File: src/rtl/branch_predictor_table_pkg.sv
// rtl/branch_predictor_table_pkg.sv - shared predictor constants and index hash
package bp_pkg;

    localparam int MAX_IDX_W = 8;

    // Ceiling log2 for elaboration-time sizing.
    function automatic int clog2(input int v);
        int r;
        r = 0;
        for (int i = 0; i < 31; i++) begin
            if ((1 << i) < v) r = i + 1;
        end
        return r;
    endfunction

    // Weakly not-taken: just below the taken threshold.
    function automatic int cnt_init(input int cnt_w);
        return (1 << (cnt_w - 1)) - 1;
    endfunction

    // PC slice XOR zero-extended history; bits above the slice alias freely.
    function automatic logic [MAX_IDX_W-1:0] bp_index(input logic [31:0] pc, input logic [31:0] hist,
                                                      input int idx_lsb, input int idx_w);
        logic [31:0] mask;
        logic [31:0] raw;
        mask = (32'd1 << idx_w) - 32'd1;
        raw  = (pc >> idx_lsb) ^ hist;
        return MAX_IDX_W'(raw & mask);
    endfunction

endpackage

File: src/rtl/branch_predictor_table_if.sv
// rtl/branch_predictor_table_if.sv - lookup, prediction and resolution signals
interface branch_predictor_table_if #(
    parameter int PC_W   = 7,
    parameter int HIST_W = 0
);
    localparam int HW = (HIST_W > 0) ? HIST_W : 1;

    logic            en;
    logic [PC_W-1:0] lookup_pc;
    logic            pred_taken;
    logic            pred_valid;
    logic [HW-1:0]   pred_hist;
    logic            upd_valid;
    logic [PC_W-1:0] upd_pc;
    logic [HW-1:0]   upd_hist;
    logic            upd_taken;
    logic            upd_jump;

    modport master (
        output en, lookup_pc, upd_valid, upd_pc, upd_hist, upd_taken, upd_jump,
        input  pred_taken, pred_valid, pred_hist
    );

    modport slave (
        input  en, lookup_pc, upd_valid, upd_pc, upd_hist, upd_taken, upd_jump,
        output pred_taken, pred_valid, pred_hist
    );
endinterface

File: src/rtl/branch_predictor_table_sat_counter.sv
// rtl/branch_predictor_table_sat_counter.sv - one saturating direction counter
module sat_counter #(
    parameter int              CNT_W = 2,
    parameter logic [CNT_W-1:0] INIT = '0
) (
    input  logic             clk,
    input  logic             rst,
    input  logic             inc,
    input  logic             dec,
    output logic [CNT_W-1:0] cnt,
    output logic [CNT_W-1:0] cnt_nxt
);
    logic [CNT_W-1:0] cnt_q;

    // Next value with clamping at both ends; exposed for the lookup bypass.
    always_comb begin
        cnt_nxt = cnt_q;
        if (inc && (cnt_q != '1)) begin
            cnt_nxt = cnt_q + CNT_W'(1);
        end else if (dec && (cnt_q != '0)) begin
            cnt_nxt = cnt_q - CNT_W'(1);
        end
    end

    // Counter state; reset wins over any concurrent update.
    always_ff @(posedge clk) begin
        if (rst) cnt_q <= INIT;
        else     cnt_q <= cnt_nxt;
    end

    assign cnt = cnt_q;
endmodule

File: src/rtl/branch_predictor_table.sv
// rtl/branch_predictor_table.sv - bimodal/gshare direction predictor table
module branch_predictor_table
    import bp_pkg::*;
#(
    parameter int PC_W    = 7,
    parameter int ENTRIES = 8,
    parameter int CNT_W   = 2,
    parameter int IDX_LSB = 2,
    parameter int HIST_W  = 0
) (
    input  logic                     clk,
    input  logic                     rst,
    branch_predictor_table_if.slave  bus
);
    localparam int               IDX_W = clog2(ENTRIES);
    localparam int               HW    = (HIST_W > 0) ? HIST_W : 1;
    localparam logic [CNT_W-1:0] INIT  = CNT_W'(cnt_init(CNT_W));

    logic [HW-1:0]          ghr_q;
    logic [HW-1:0]          lk_hist;
    logic [HW-1:0]          up_hist;
    logic [MAX_IDX_W-1:0]   lk_idx_full;
    logic [MAX_IDX_W-1:0]   up_idx_full;
    logic [IDX_W-1:0]       lk_idx;
    logic [IDX_W-1:0]       up_idx;
    logic                   upd_dir;
    logic [CNT_W-1:0]       cnt_val [ENTRIES];
    logic [CNT_W-1:0]       cnt_nxt [ENTRIES];
    logic [CNT_W-1:0]       lk_cnt;
    logic                   pred_taken_q;
    logic                   pred_valid_q;
    logic [HW-1:0]          pred_hist_q;

    // History only participates in the hash in gshare mode.
    always_comb begin
        lk_hist = (HIST_W > 0) ? ghr_q : '0;
        up_hist = (HIST_W > 0) ? bus.upd_hist : '0;
    end

    assign lk_idx_full = bp_index(32'(bus.lookup_pc), 32'(lk_hist), IDX_LSB, IDX_W);
    assign up_idx_full = bp_index(32'(bus.upd_pc), 32'(up_hist), IDX_LSB, IDX_W);
    assign lk_idx      = lk_idx_full[IDX_W-1:0];
    assign up_idx      = up_idx_full[IDX_W-1:0];
    assign upd_dir     = bus.upd_taken | bus.upd_jump;

    for (genvar g = 0; g < ENTRIES; g++) begin : g_cnt
        logic hit;
        assign hit = bus.upd_valid && (up_idx == IDX_W'(g));
        sat_counter #(.CNT_W(CNT_W), .INIT(INIT)) u_cnt (
            .clk     (clk),
            .rst     (rst),
            .inc     (hit && upd_dir),
            .dec     (hit && !upd_dir),
            .cnt     (cnt_val[g]),
            .cnt_nxt (cnt_nxt[g])
        );
    end

    // Same-index update this cycle is forwarded so the prediction sees the written value.
    always_comb begin
        lk_cnt = cnt_val[lk_idx];
        if (bus.upd_valid && (up_idx == lk_idx)) lk_cnt = cnt_nxt[up_idx];
    end

    // Prediction pipeline register; taken and hist hold while fetch is stalled.
    always_ff @(posedge clk) begin
        if (rst) begin
            pred_taken_q <= 1'b0;
            pred_valid_q <= 1'b0;
            pred_hist_q  <= '0;
        end else if (bus.en) begin
            pred_taken_q <= lk_cnt[CNT_W-1];
            pred_valid_q <= 1'b1;
            pred_hist_q  <= lk_hist;
        end else begin
            pred_valid_q <= 1'b0;
        end
    end

    // Non-speculative global history, shifted only by resolved branches.
    always_ff @(posedge clk) begin
        if (rst) begin
            ghr_q <= '0;
        end else if (bus.upd_valid && (HIST_W > 0)) begin
            ghr_q <= HW'({ghr_q, upd_dir});
        end
    end

    assign bus.pred_taken = pred_taken_q;
    assign bus.pred_valid = pred_valid_q;
    assign bus.pred_hist  = pred_hist_q;
endmodule

File: src/flat_wrapper.sv
// flat-port wrapper written by rule: the top's interface ports become plain ports
module branch_predictor_table_flat import bp_pkg::*;
#(
    parameter int PC_W    = 7,
    parameter int ENTRIES = 8,
    parameter int CNT_W   = 2,
    parameter int IDX_LSB = 2,
    parameter int HIST_W  = 0
)
  (clk, rst, bus_en, bus_lookup_pc, bus_upd_valid, bus_upd_pc, bus_upd_hist, bus_upd_taken, bus_upd_jump, bus_pred_taken, bus_pred_valid, bus_pred_hist);
  branch_predictor_table_if #(.PC_W(PC_W), .HIST_W(HIST_W)) bus_i ();
  input  logic clk;
  input  logic rst;
  input wire logic [$bits(bus_i.en)-1:0] bus_en;
  input wire logic [$bits(bus_i.lookup_pc)-1:0] bus_lookup_pc;
  input wire logic [$bits(bus_i.upd_valid)-1:0] bus_upd_valid;
  input wire logic [$bits(bus_i.upd_pc)-1:0] bus_upd_pc;
  input wire logic [$bits(bus_i.upd_hist)-1:0] bus_upd_hist;
  input wire logic [$bits(bus_i.upd_taken)-1:0] bus_upd_taken;
  input wire logic [$bits(bus_i.upd_jump)-1:0] bus_upd_jump;
  output wire logic [$bits(bus_i.pred_taken)-1:0] bus_pred_taken;
  output wire logic [$bits(bus_i.pred_valid)-1:0] bus_pred_valid;
  output wire logic [$bits(bus_i.pred_hist)-1:0] bus_pred_hist;
  assign bus_i.en = bus_en;
  assign bus_i.lookup_pc = bus_lookup_pc;
  assign bus_i.upd_valid = bus_upd_valid;
  assign bus_i.upd_pc = bus_upd_pc;
  assign bus_i.upd_hist = bus_upd_hist;
  assign bus_i.upd_taken = bus_upd_taken;
  assign bus_i.upd_jump = bus_upd_jump;
  assign bus_pred_taken = bus_i.pred_taken;
  assign bus_pred_valid = bus_i.pred_valid;
  assign bus_pred_hist = bus_i.pred_hist;
  branch_predictor_table #(.PC_W(PC_W), .ENTRIES(ENTRIES), .CNT_W(CNT_W), .IDX_LSB(IDX_LSB), .HIST_W(HIST_W)) u_core (.clk(clk), .rst(rst), .bus(bus_i));
endmodule
File: config.mk
export PLATFORM = sky130hd
export DESIGN_NAME = branch_predictor_table_flat
export DESIGN_NICKNAME = d
export VERILOG_FILES = /design/src/rtl/branch_predictor_table_pkg.sv /design/src/rtl/branch_predictor_table_if.sv /design/src/rtl/branch_predictor_table_sat_counter.sv /design/src/rtl/branch_predictor_table.sv /design/src/flat_wrapper.sv
export SDC_FILE = /design/constraint.sdc
export NUM_CORES = 1
export LEC_CHECK = 0
export ABC_CLOCK_PERIOD_IN_PS = 6700
export CAP_MARGIN = 15
export CORE_ASPECT_RATIO = 0.75
export CORE_MARGIN = 8
export CORE_UTILIZATION = 58
export DETAILED_ROUTE_END_ITERATION = 10
export PLACE_DENSITY_LB_ADDON = 0.25
export SETUP_SLACK_MARGIN = 0.5
export SLEW_MARGIN = 20
export SYNTH_ARGS = -nofsm -noshare
export SYNTH_HDL_FRONTEND = slang
export SYNTH_SLANG_ARGS = --single-unit
File: constraint.sdc
create_clock -name clk -period 6.7 [get_ports clk]
set_clock_uncertainty 0.1 [all_clocks]
set_input_delay 2.01 -clock clk [delete_from_list [all_inputs] [get_ports clk]]
set_output_delay 2.01 -clock clk [all_outputs]
set_load 0.1 [all_outputs]
==> metrics.yaml, run 1 <==
run_status:
  outcome: "complete, no violations"
die:
  core_region_area_mm2: 0.00254
  die_w_um: 74.9
  rows: 16
  die_area_mm2: 0.00450
  start_util_pct: 59.3
  die_height_um: 60.2
  ios: 24
clock_network:
  cts.repair_timing.setup_buffer_count: 0
  cts-resized-gates: 0
  cts-root-buf: "clkbuf_4"
  tritoncts.num_buffers: 3
  hold_buffers: 0
  clkTransAtPathRegs_ns: 0.11
  clock_sinks: 18
  clk_latency_ns: 0.31
  htreeDepth: 1
  cts.path.max_buffers: 2
  cts_tree: "done"
pwr:
  cellLeakagePower_uw: 0.000637
  ir_drop_v: 0.000131
  p_per_area_mw_per_mm2: 170
global_route:
  grt_pass1_wl_mm: 6.13
  grt_pass1_vias: 1348
  use_met3_pct: 4.69
  use_met2_pct: 30.1
  track_usage_pct: 17.6
  top_usage_layer: "met2"
  grt-ovfl-total: 0
  grt.met1_usage_pct: 21.0
  grt_max_degree: 20
  antenna_found_initial: 0
worst_hold_path:
  min-delay-start: "u_core.g_cnt[6].u_cnt.cnt[0]"
  hold_class: "reg -> reg"
synthesis:
  synthesis.nets: 220
  netlist_instances: 183
  ys_ff_latch: 18
  seq_area_frac_synth_pct: 23.9
  avgSynthCellArea_um2: 8.24
  synthDistinctLibCells: 49
  synth_edf_count: 0
  yosys_warnings: 0
  synthFlopType: "dfxtp_1"
  synthesis.area_mm2: 0.00151
  async_flop_share_pct: 0
timing:
  slew_headroom_pct: 35.4
  min_period_ns: 4.37
  hold_slack_ns: 0.437
  finalSetupViolCount: 0
  hold_viol_final: 0
  rsz0062_at_grt: "no"
  layout_setup_ws_ns: 2.33
  period_share_pct: 65.2
  worstMarginPinSlew_ns: 0.966
  drv_slew: 0
  finalSetupTns_ns: 0
  fmax_mhz: 229
routing:
  via_per_inst: 6.10
  routed_wl_mm: 3.63
  dr.first_iter.drc_count: 80
  ant_nets: 0
  vias: 1385
  drtPass1Iterations: 4
  drcViolationCount: 0
  avgRoutedWirePerCell_um: 16.0
worst_setup_path:
  endpoint_kind: "register"
  critical_path_required_ns: 6.78
  start_kind: "input port"
  critPathKind: "in -> reg"
  crit_start: "bus_upd_pc[4]"
  crit_fanout: 8
  critPathArrivalTime_ns: 4.45
  rr_startpoint: "u_core.g_cnt[5].u_cnt.cnt[1]"
placement:
  dp_hpwl_mm: 2.79
  io_buffers: 13
  pre_cts_ws_ns: 2.02
  gp_congestion: 0.845
  placed_cell_area_mm2: 0.00164
layout:
  areaGrowthSynthToFinish_pct: 10.9
  fillCellCount: 225
  drive_gt1_share_pct: 8.38
  fin_area_mm2: 0.00167
  layout_common_cells: "inv_1 (19), dfxtp_1 (18), nor3_1 (17), ha_1 (16), clkdlybuf4s50_1 (13)"
  antenna_cells: 0
  nets: 229
  final_common_cell: "inv_1"
flow_run:
  max_cap_viol_count: 0
[cell type report]
cell class                 count  area [um2]  area share [%]
inverter                      19        71.3            4.27
multi-input combinational    137        1030            61.5
sequential                    18         360            21.6
timing repair buffer          13         130            7.78
clock buffer                   4        36.3            2.17
tap                           36        45.0            2.69
[report_power, final]
group,total [uW],leakage [uW],internal [uW],switching (uW)
combinational,90.7,0.000469,39.3,51.4
sequential,122,0.000147,115,7.50
clock,71.0,0.0000210,33.2,37.8
total,284,0.000637,187,96.7
[cell usage after synthesis (2+ instances only)]
| master | instances | area share (%) |
|---|---|---|
| mux4_2 | 2 | 3.0 |
| clkbuf_1 | 5 | 1.2 |
| a21oi_1 | 5 | 1.7 |
| nand2_1 | 5 | 1.2 |
| dfxtp_1 | 18 | 24 |
| nor3b_1 | 2 | 1.0 |
| buf_2 | 2 | 0.66 |
| nor2_1 | 11 | 2.7 |
| nor2b_1 | 2 | 0.83 |
| nor3_1 | 17 | 5.6 |
| nand2b_1 | 7 | 2.9 |
| inv_1 | 19 | 4.7 |
| a21o_1 | 5 | 2.5 |
| ha_1 | 16 | 13 |
| nor4_1 | 5 | 2.1 |
| o21a_1 | 2 | 1.0 |
| or3b_2 | 4 | 2.3 |
| o21ai_0 | 9 | 3.0 |
| o22ai_1 | 2 | 0.83 |
| xnor2_1 | 6 | 3.5 |
| or3_1 | 6 | 2.5 |
| a221oi_1 | 3 | 1.7 |
| o31a_1 | 4 | 2.3 |
[through the flow]
step / utilization, % / total power [uW] / std cells
final: 65.7 / 284 / 227
after detailed placement: 64.3 / 214 / 223
after global placement: 64.3 / 208 / 223
after floorplan: - / 189 / 183
after CTS: 65.7 / 286 / 227
after global routing: 65.7 / 302 / 227
[cells by family (layout without fill, tap and decap cells)]
logic type / Yosys count / count (layout) / share of synthesized area [%]
AO/OA/AOI/OAI: 43 / 43 / 20.8
XOR/XNOR: 6 / 6 / 3.49
adder cells (fa/ha/maj): 16 / 16 / 13.3
buffers and inverters: 28 / 36 / 7.88
flip-flops: 18 / 18 / 23.9
multiplexers: 4 / 4 / 4.40
other: 1 / 1 / 0.249
AND/OR/NAND/NOR: 67 / 67 / 26.0
[sequential cells by signal, summed over array words and instances, names as in the netlist]
register	flops
u_core.bus.pred_valid	1
u_core.bus.pred_taken	1
u_core.g_cnt.u_cnt.cnt	16
[worst paths after layout]
kind	to	slack, ns	depth (start not counted)
worst max-delay path	u_core.bus.pred_taken	2.33	7
worst min-delay path	u_core.g_cnt[6].u_cnt.cnt[0]	0.44	2
worst max register to register	u_core.bus.pred_taken	4.29	8
worst min register to register	u_core.g_cnt[6].u_cnt.cnt[0]	0.44	2
[critical path: stages]
cell and delay, ns:
clkdlybuf4s50_1 0.57, or4b_1 0.76, o31ai_2 0.34, nor3_1 0.08, a211o_1 0.30, nor4_2 0.28
o32ai_1 0.10
[layer usage]
layer / share of wire [%] / wire length [um]
met5: 0 / 0
met4: 0.88 / 32
met3: 5.2 / 190
met2: 48 / 1760
met1: 45 / 1650
Power figures use the tool's default switching activity.
==> run 2: changes to the inputs <==
--- a/config.mk
+++ b/config.mk
@@ -5,11 +5,11 @@
 export SDC_FILE = /design/constraint.sdc
 export NUM_CORES = 1
 export LEC_CHECK = 0
-export ABC_CLOCK_PERIOD_IN_PS = 6700
+export ABC_CLOCK_PERIOD_IN_PS = 4300
 export CAP_MARGIN = 15
 export CORE_ASPECT_RATIO = 0.75
 export CORE_MARGIN = 8
-export CORE_UTILIZATION = 58
+export CORE_UTILIZATION = 53
 export DETAILED_ROUTE_END_ITERATION = 10
 export PLACE_DENSITY_LB_ADDON = 0.25
 export SETUP_SLACK_MARGIN = 0.5
==> constraint.sdc (replaced) <==
create_clock -name clk -period 4.3 [get_ports clk]
set_clock_uncertainty 0.1 [all_clocks]
set_input_delay 1.29 -clock clk [delete_from_list [all_inputs] [get_ports clk]]
set_output_delay 1.29 -clock clk [all_outputs]
set_load 0.1 [all_outputs]
==> metrics.yaml, run 2 (synthesis results as in run 1) <==
timing:
  fmax_mhz: 272
  period_share_pct: 85.4
  min_period_ns: 3.67
  worstMarginPinSlew_ns: 0.963  # -0.00315 ns
  hold_slack_ns: 0.437  # -0.000225 ns
  rsz0062_at_grt: "no"
  hold_viol_final: 0  # unchanged
  drv_slew: 0  # unchanged
  slew_headroom_pct: 35.6  # +0.21 points
  finalSetupViolCount: 0  # unchanged
  finalSetupTns_ns: 0  # unchanged
placement:
  dp.cells: 224  # +0.45%
  gp_congestion: 0.896  # +6.1%
  dp_hpwl_mm: 2.77  # -0.82%
  io_buffers: 13  # unchanged
  placed_cell_area_mm2: 0.00164  # +0.46%
die:
  start_util_pct: 56.6  # -2.7 points
  die_area_mm2: 0.00483  # +7.1%
  core_region_area_mm2: 0.00266  # +4.7%
  ios: 24  # unchanged
  rows: 16  # unchanged
  die_w_um: 77.6  # +3.6%
  die_height_um: 62.2  # +3.4%
pwr:
  comb_power_share_pct: 29.9  # -2.0 points
  switching_share_pct: 32.3  # -1.8 points
  intPower_uw: 322  # +72%
  ir_drop_v: 0.000181  # +39%
  p_per_area_mw_per_mm2: 279  # +64%
  pwr-share-clk_pct: 29.9  # +4.9 points
  cellLeakagePower_uw: 0.000652  # +2.3%
  p_sw_uw: 154  # +59%
  p_total_uw: 476  # +68%
  seqPwrFrac_pct: 40.2  # -2.8 points
routing:
  routed_wl_mm: 3.66  # +0.74%
  drcViolationCount: 0  # unchanged
  drtPass1Iterations: 4  # unchanged
  via_per_inst: 6.09  # -0.22%
  dr.first_iter.drc_count: 95  # +19%
  ant_nets: 0  # unchanged
  avgRoutedWirePerCell_um: 16.0  # +0.30%
  vias: 1388  # +0.22%
run_status:
  outcome: "complete, no violations"
worst_setup_path:
  crit_fanout: 8  # unchanged
  start_kind: "input port"
  critical_path_required_ns: 4.35  # -2.43 ns
  endpoint_kind: "register"
  critPathKind: "in -> reg"
  critPathArrivalTime_ns: 3.72  # -0.73 ns
global_route:
  track_usage_pct: 15.7  # -2.0 points
  grt_pass1_vias: 1411  # +4.7%
  grt-ovfl-total: 0  # unchanged
  grt_pass1_wl_mm: 6.31  # +2.9%
  antenna_found_initial: 0  # unchanged
  grt_max_degree: 19  # -5.0%
clock_network:
  clock_sinks: 18  # unchanged
  cts-resized-gates: 0  # unchanged
  clk_latency_ns: 0.26  # -0.05 ns
  cts.repair_timing.setup_buffer_count: 0  # unchanged
  cts.path.max_buffers: 2  # unchanged
  cts_tree: "done"
  cts-root-buf: "clkbuf_8"
  clkTransAtPathRegs_ns: 0.07  # -0.04 ns
  htreeDepth: 1  # unchanged
  hold_buffers: 0  # unchanged
  tritoncts.num_buffers: 3  # unchanged
worst_hold_path:
  hold_class: "reg -> reg"
flow_run:
  max_cap_viol_count: 0  # unchanged
layout:
  final_common_cell: "inv_1"
  fin_area_mm2: 0.00171  # +2.2%
  nets: 230  # +0.44%
  antenna_cells: 0  # unchanged
  areaGrowthSynthToFinish_pct: 13.3
  layout_common_cells: "inv_1 (19), dfxtp_1 (18), nor3_1 (16), ha_1 (16), clkdlybuf4s50_1 (13)"
  drive_gt1_share_pct: 9.90  # +1.5 points
  stdcell_count: 228  # +0.44%
  largest_register_ffs: 16  # unchanged
[run 2: cell types whose count changed in the layout (fill, tap and decap cells not counted), sizes merged]
cell and delta:
buf +1
[run 2: path summary, 6_finish.rpt]
| kind | start | endpoint | slack [ns] | depth (start not counted) |
|---|---|---|---|---|
| setup / recovery | bus_upd_pc[4] | u_core.bus.pred_taken | 0.63 | 7 |
| hold / removal | u_core.g_cnt[6].u_cnt.cnt[0] | u_core.g_cnt[6].u_cnt.cnt[0] | 0.44 | 2 |
| setup reg to reg | u_core.g_cnt[4].u_cnt.cnt[1] | u_core.bus.pred_taken | 1.92 | 8 |
| hold reg to reg | u_core.g_cnt[6].u_cnt.cnt[0] | u_core.g_cnt[6].u_cnt.cnt[0] | 0.44 | 2 |
[run 2: layout make-up]
class | instances | area (um2)
Inverter | 19 | 71.3
Timing Repair Buffer | 14 | 138
Fill cell | 211 | 955
Clock buffer | 4 | 55.1
Sequential cell | 18 | 360
Tap cell | 36 | 45.0
Multi-Input combinational cell | 137 | 1040
[run 2: per-layer routing]
| layer | vias to the layer above | part of all wire (%) | track usage (%) | wire length, um |
|---|---|---|---|---|
| li1 | 685 | - | - | - |
| met1 | 657 | 46 | 18.3 | 1680 |
| met2 | 39 | 46 | 26.1 | 1690 |
| met3 | 7 | 6.2 | 4.31 | 225 |
| met4 | 0 | 1.7 | 6.57 | 61 |
| met5 | - | 0 | 0 | 0 |
[run 2: power by group through the flow]
stage	Sequential (uW)	Combinational, uW	Clock [uW]
after global routing	192	156	149
after CTS	190	139	147
after detailed placement	194	137	0
final	191	143	142
after floorplan	198	97.1	0
after global placement	193	131	0
[run 2: per-stage QoR]
| step | utilization (%) | setup WS [ns] |
|---|---|---|
| floorplan | - | 1.05 |
| global placement | 61.7 | 0.449 |
| detailed placement | 61.7 | 0.367 |
| CTS | 63.8 | 0.623 |
| global route | 64.1 | 0.518 |
| finish | 64.1 | 0.626 |
[run 2: worst max-delay path, cell delays in order]
cell	delay, ns
clkdlybuf4s50_1	0.57
or4b_1	0.78
or4_4	0.54
a211oi_2	0.23
nor2_1	0.07
nor4_2	0.14
o32ai_1	0.10
